[src/rtl/quad_motion_pkg.sv]
// quad_motion_pkg: command/status codes and sequencer states for quad_motion_ctrl
package quad_motion_pkg;
    localparam logic [1:0] OP_HOME    = 2'd0;
    localparam logic [1:0] OP_MOVE    = 2'd1;
    localparam logic [1:0] OP_ZERO    = 2'd2;
    localparam logic [1:0] OP_CLRERR  = 2'd3;
    localparam logic [1:0] ST_OK      = 2'd0;
    localparam logic [1:0] ST_STALL   = 2'd1;
    localparam logic [1:0] ST_ENC_ERR = 2'd2;
    localparam logic [1:0] ST_REJECT  = 2'd3;
    typedef enum logic [2:0] {
        S_IDLE, S_HOME_SEEK, S_MOVE, S_SETTLE, S_CLR, S_BLANK, S_FAULT
    } state_t;
endpackage

[src/rtl/quad_stall_timer.sv]
// quad_stall_timer: counts enabled cycles, one-cycle expire on cycle TC-1 after clear/enable
module quad_stall_timer #(
    parameter int TC = 1024
) (
    input  logic clk,
    input  logic reset_n,
    input  logic clr,
    input  logic en,
    output logic expire
);
    localparam int CW = $clog2(TC + 1);
    logic [CW-1:0] cnt;
    always_ff @(posedge clk or negedge reset_n) begin
        if (!reset_n) cnt <= '0;
        else cnt <= (clr || !en) ? '0 : cnt + 1'b1;
    end
    assign expire = en && !clr && cnt == CW'(TC - 1);
endmodule

[src/rtl/quad_motion_ctrl.sv]
// quad_motion_ctrl: command-driven motion sequencer over a quadrature decoder
module quad_motion_ctrl
    import quad_motion_pkg::*;
#(
    parameter int POS_W      = 16,
    parameter int STALL_CYC  = 1024,
    parameter int SETTLE_CYC = 16
) (
    input  logic                    clk,
    input  logic                    reset_n,
    input  logic                    cmd_valid,
    output logic                    cmd_ready,
    input  logic [1:0]              cmd_op,
    input  logic signed [POS_W-1:0] cmd_target,
    input  logic                    enc_inc,
    input  logic                    enc_dec,
    input  logic                    enc_err,
    input  logic                    index,
    output logic                    dec_clear,
    output logic                    motor_en,
    output logic                    motor_dir,
    output logic signed [POS_W-1:0] position,
    output logic                    busy,
    output logic                    done,
    output logic [1:0]              status
);
    state_t state, state_nxt;
    logic signed [POS_W-1:0] target_q, tgt_nxt, pos_step;
    logic rdy_q, idx_q, zero, accept, err_go, stall_exp, settle_exp;
    logic dir_nxt, done_nxt, dec_clear_nxt;
    logic [1:0] status_nxt;

    assign accept    = cmd_valid && cmd_ready;
    assign cmd_ready = rdy_q && (state == S_IDLE || state == S_FAULT);
    assign busy      = state inside {S_HOME_SEEK, S_MOVE, S_SETTLE, S_CLR, S_BLANK};
    assign pos_step  = (enc_inc && !enc_dec) ? position + 1'b1 :
                       (enc_dec && !enc_inc) ? position - 1'b1 : position;
    assign err_go    = enc_err && !(state inside {S_CLR, S_BLANK, S_FAULT}) &&
                       !(accept && cmd_op == OP_CLRERR);

    quad_stall_timer #(.TC(STALL_CYC)) u_stall (
        .clk, .reset_n, .clr(enc_inc | enc_dec),
        .en(state == S_HOME_SEEK || state == S_MOVE), .expire(stall_exp)
    );
    quad_stall_timer #(.TC(SETTLE_CYC)) u_settle (
        .clk, .reset_n, .clr(1'b0), .en(state == S_SETTLE), .expire(settle_exp)
    );

    always_comb begin
        state_nxt     = state;
        tgt_nxt       = target_q;
        dir_nxt       = motor_dir;
        done_nxt      = 1'b0;
        status_nxt    = ST_OK;
        dec_clear_nxt = 1'b0;
        zero          = 1'b0;
        unique case (state)
            S_IDLE: if (accept) begin
                if (cmd_op == OP_CLRERR) begin
                    state_nxt     = S_CLR;
                    dec_clear_nxt = 1'b1;
                end else if (cmd_op == OP_HOME) begin
                    state_nxt = S_HOME_SEEK;
                    dir_nxt   = 1'b0;
                end else if (cmd_op == OP_ZERO) begin
                    zero     = 1'b1;
                    done_nxt = 1'b1;
                end else if (cmd_target == position) begin
                    done_nxt = 1'b1;
                end else begin
                    state_nxt = S_MOVE;
                    tgt_nxt   = cmd_target;
                    dir_nxt   = cmd_target > position;
                end
            end
            S_HOME_SEEK: if (index && !idx_q) begin
                zero      = 1'b1;
                state_nxt = S_SETTLE;
            end else if (stall_exp) begin
                state_nxt  = S_FAULT;
                done_nxt   = 1'b1;
                status_nxt = ST_STALL;
            end
            S_MOVE: if (pos_step == target_q) begin
                state_nxt = S_SETTLE;
            end else if (stall_exp) begin
                state_nxt  = S_FAULT;
                done_nxt   = 1'b1;
                status_nxt = ST_STALL;
            end
            S_SETTLE: if (settle_exp) begin
                state_nxt = S_IDLE;
                done_nxt  = 1'b1;
            end
            S_CLR: state_nxt = S_BLANK;
            S_BLANK: begin
                state_nxt = S_IDLE;
                done_nxt  = 1'b1;
            end
            S_FAULT: if (accept) begin
                if (cmd_op == OP_CLRERR) begin
                    state_nxt     = S_CLR;
                    dec_clear_nxt = 1'b1;
                end else begin
                    done_nxt   = 1'b1;
                    status_nxt = ST_REJECT;
                end
            end
            default: state_nxt = S_IDLE;
        endcase
        // Decoder error outranks every same-cycle outcome, including home capture
        if (err_go) begin
            state_nxt  = S_FAULT;
            done_nxt   = 1'b1;
            status_nxt = ST_ENC_ERR;
            zero       = 1'b0;
        end
    end

    always_ff @(posedge clk or negedge reset_n) begin
        if (!reset_n) begin
            state     <= S_IDLE;
            position  <= '0;
            target_q  <= '0;
            motor_en  <= 1'b0;
            motor_dir <= 1'b0;
            done      <= 1'b0;
            status    <= ST_OK;
            dec_clear <= 1'b0;
            idx_q     <= 1'b0;
            rdy_q     <= 1'b0;
        end else begin
            state     <= state_nxt;
            position  <= zero ? '0 : pos_step;
            target_q  <= tgt_nxt;
            motor_en  <= state_nxt == S_HOME_SEEK || state_nxt == S_MOVE;
            motor_dir <= dir_nxt;
            done      <= done_nxt;
            status    <= status_nxt;
            dec_clear <= dec_clear_nxt;
            idx_q     <= index;
            rdy_q     <= 1'b1;
        end
    end
endmodule

[config.mk]
export PLATFORM = sky130hd
export DESIGN_NAME = quad_motion_ctrl
export DESIGN_NICKNAME = d
export VERILOG_FILES = /design/src/rtl/quad_motion_pkg.sv /design/src/rtl/quad_stall_timer.sv /design/src/rtl/quad_motion_ctrl.sv
export SDC_FILE = /design/constraint.sdc
export NUM_CORES = 1
export LEC_CHECK = 0
export CAP_MARGIN = 20
export CORE_MARGIN = 4
export CORE_UTILIZATION = 50
export CTS_BUF_LIST = sky130_fd_sc_hd__clkbuf_4 sky130_fd_sc_hd__clkbuf_8 sky130_fd_sc_hd__clkbuf_16
export DETAILED_ROUTE_END_ITERATION = 12
export DONT_BUFFER_PORTS = 1
export GPL_TIMING_DRIVEN = 1
export HOLD_SLACK_MARGIN = 0.05
export PLACE_DENSITY = 0.75
export REMOVE_ABC_BUFFERS = 1
export SETUP_SLACK_MARGIN = 0.15
export SLEW_MARGIN = 20
export SYNTH_ARGS = -nofsm -noshare
export SYNTH_HDL_FRONTEND = slang
export SYNTH_SLANG_ARGS = --single-unit
[constraint.sdc]
create_clock -name clk -period 4.2 [get_ports clk]
set_input_delay 0.84 -clock clk [delete_from_list [all_inputs] [get_ports clk]]
set_output_delay 0.84 -clock clk [all_outputs]
set_load 0.01 [all_outputs]
==> summary.txt <==
Status
  – Outcome: completed

Timing
  – Minimum clock period: 3.41 ns
  – Final setup violation count: 0
  – Clock Skew: between 0.01 and 0.015 ns
  – Worst-Margin Slew: 0.594 ns
  – Pins Over Slew Limit: 0
  – Final period util: 81.1%
  – RSZ-0062 raised after global routing: false
  – Total negative slack: 0 ns
  – Fin. Hold Viols: 0
  – Slew headroom: between 60% and 70%
  – Max Freq: approximately 290 MHz

Synth
  – Sequential share of the synthesized area: about two fifths
  – Synthesized flop and latch total: ~60
  – Synth cell types: 63
  – Complex-gate fraction of the synthesized area: between 10% and 20%
  – Main synth FF type: dfrtp_1
  – Synth Warn #: 0
  – Multiplexer share of the synthesized area: 6.03%
  – Mapped Area: around 3800 µm²
  – Syn Area/Cell: roughly 10 µm²
  – Post-synthesis xor/xnor area fraction: under 10%
  – Post-Synth Adder-Cell Area: about 8.2%
  – Main combinational cell family by area after synthesis: simple AND/OR/NAND/NOR gates
  – Post-Synth Simple-Gate Area: 21.8%
  – Post-synthesis async set-or-reset flop share: between 90% and 100%
  – Cells after Synth: about 400
  – EDFF count, synth: 0

Pwr
  – PwrDens: about 570 nW/µm²
  – Psw: about 900 µW
  – Pleak: ~0.0018 µW
  – VDD IR max: between 0.00015 and 0.0002 V
  – Clk pwr share: between 20% and 30%
  – Flop pwr share: about two fifths
  – Sw Share: 38.3%
  – Tot Pwr: approximately 2400 µW
  – Combinational share of power: 34.4%
  – Internal power: around 1500 µW

Worst setup path
  – Crit-path leading delay family: simple AND/OR/NAND/NOR gates
  – Cell mode on critical path: or4b_1
  – Critical R2R Launch: position[1]
  – Worst-path fanout max: 7
  – Reg2reg path depth: 11
  – CP max stage cell: or4b_1
  – CP Launch Point: position[1]
  – CP Buf/Inv Count: 1
  – WS Path Type: flop to flop
  – Critical path's largest stage delay: roughly 0.55 ns
  – Worst setup SP type: flop
  – Crit path DAT: approximately 3.6 ns
  – Worst reg2reg setup slack: between 0.7 and 0.8 ns
  – Critical-path cell list: inv_1 > ha_1 > and4bb_1 > and2_1 > a22o_4 > mux2i_1 > or4b_1 > or4b_1 > o22ai_2 > nand2b_1 > o2111ai_1
  – Critical Path RT: about 4.4 ns
  – Crit Reg-Reg Endpoint: done
  – Worst Setup End Kind: flop

Clock tree
  – Cts repair resizes: 0
  – Clk Tree Root Cell: clkbuf_8
  – Hold buffers post-CTS: 0
  – Max clock buf depth: 2
  – CTS Buf Count: 9
  – Reg clk slew, reported paths: approximately 0.080 ns
  – Setup bufs post-CTS: 0
  – CTS tree: done
  – H-tree level count: 3
  – Clk_lat worst skew: around 0.35 ns
  – CTS Sinks: 59

Routing
  – Vias per inst: 5.93
  – ANT nets after route: 0
  – DRC: 0
  – Post-Route WL: 8930 µm
  – DR WL/cell: 17.9 µm
  – Iteration-0 DRC Markers: 164
  – Via count: just under 3000
  – First-pass DRT Iterations: 4

Final layout
  – Diodes inserted: 0
  – Fillers: a little over 600
  – Area Growth Syn to Fin: 8.62%
  – Nets: 445
  – Multi-input gate area: between 2000 and 2500 µm²
  – Cell area after layout: just over 4000 µm²
  – Share of post-route cells with drive strength above 1: a little under an eighth
  – Seq. cell area: ~1500 µm²

Placement
  – Cell Area, Placed: between 3000 and 4000 µm²
  – DPL Wire Length: 6580 µm
  – IO Port Bufs: 0
  – RePlAce Congestion: approximately 0.91

Floorplan
  – Die X-Extent: 95.4 µm
  – Die height: between 90 and 100 µm
  – Die area: 9100 µm²
  – I/O Pins: around 50
  – Core area: 7330 µm²
  – Initial Util: 52.1%
  – Rows: 31

GRT
  – Overall Global Routing Usage: a little over a fifth
  – First-pass GRT wire length: ~15000 µm
  – Antenna violations before repair: 0
  – Congestion Overflow GR: 0
  – Pin count of the biggest net entering global routing: 60
  – Number of global-route vias before repair: 3017

Min path
  – HP Class: primary input to async pin

Run
  – Maxcap violations: 0
power by group through the flow:
stage	combinational, µW	clock, µW	sequential (µW)
global route	909	641	971
CTS	808	617	948
finish	815	608	948
detailed placement	800	0	958
global placement	779	0	946
floorplan	651	0	886
how the worst max path moves through the flow:
stage	to	slack, ns	depth (start not counted)
detailed placement	done	0.85	11
CTS	done	0.83	11
floorplan	done	1.05	9
global placement	done	0.91	9
finish	done	0.79	11
global route	done	0.61	11
registers in the layout, indices dropped and copies added (netlist names):
| signal | count |
|---|---|
| idx_q | 1 |
| u_stall.cnt | 11 |
| u_settle.cnt | 5 |
| target_q | 16 |
| rdy_q | 1 |
| done | 1 |
| dec_clear | 1 |
| state | 3 |
| motor_en | 1 |
| position | 16 |
| motor_dir | 1 |
| status | 2 |
through the flow:
step                utilization (%)  hold slack [ns]  instances  worst slack, ns
finish                         56.6            0.185        499            0.794
global route                   56.6            0.167        499            0.612
CTS                            56.6            0.175        499            0.826
detailed placement             53.4            0.461        483            0.850
global placement               53.4            0.447        483            0.911
floorplan                         -            0.431        382             1.05
logic make-up after synthesis:
group                      Yosys count
DFF                                 59
muxes                               21
other                                1
and+or+nand+nor                    148
adders and majority gates           25
buffers and inverters               37
AOI/OAI and AO/OA                   64
xor gates and xnor gates            38
synth_stat cells, drive strengths merged (5+ instances only):
cell type  number  share of area [%]
ha             25                8.2
mux2i           5                1.3
nand3          10                1.4
nand2b         12                2.0
buf             5               0.62
nand4           7                1.1
a21oi          16                2.2
o21ai          12                1.6
mux2           16                4.7
nor2           40                3.9
dfrtp          59                 39
xnor2          26                6.0
nor3           19                2.9
nand2          16                1.6
clkbuf          6               0.59
nor4            6                1.4
nor2b           9                1.5
inv            26                2.6
xor2            9                2.1
cells in the final DEF, fill, tap and decap left out, types with 5 or more instances in the layout:
| cell type | netlist | layout |
|---|---|---|
| a21oi_1 | 15 | 15 |
| clkbuf_8 | 0 | 11 |
| dfrtp_1 | 59 | 59 |
| ha_1 | 25 | 25 |
| inv_1 | 26 | 26 |
| mux2_2 | 16 | 16 |
| mux2i_1 | 5 | 5 |
| nand2_1 | 16 | 16 |
| nand2b_1 | 12 | 12 |
| nand3_1 | 9 | 9 |
| nand4_1 | 7 | 7 |
| nor2_1 | 40 | 40 |
| nor2b_1 | 9 | 9 |
| nor3_1 | 16 | 15 |
| nor4_1 | 5 | 5 |
| o21ai_0 | 11 | 11 |
| xnor2_1 | 26 | 26 |
| xor2_1 | 9 | 9 |
per-layer routing:
metal  track usage [%]  share of wire (%)  up-vias
met2              34.5                 47      117
met4              8.65                2.0        0
li1                  -                  -     1406
met3              4.66                7.5       16
met5                 0                  0        -
met1              27.4                 43     1419
final cells by class:
| class | count | area share (%) |
|---|---|---|
| multi-input combinational | 297 | 53.1 |
| sequential | 59 | 35.6 |
| clock buffer | 12 | 3.83 |
| tap | 99 | 2.99 |
| inverter | 26 | 2.35 |
| clock inverter | 4 | 1.75 |
| timing repair buffer | 2 | 0.362 |
(Power assumes the default switching activity.)
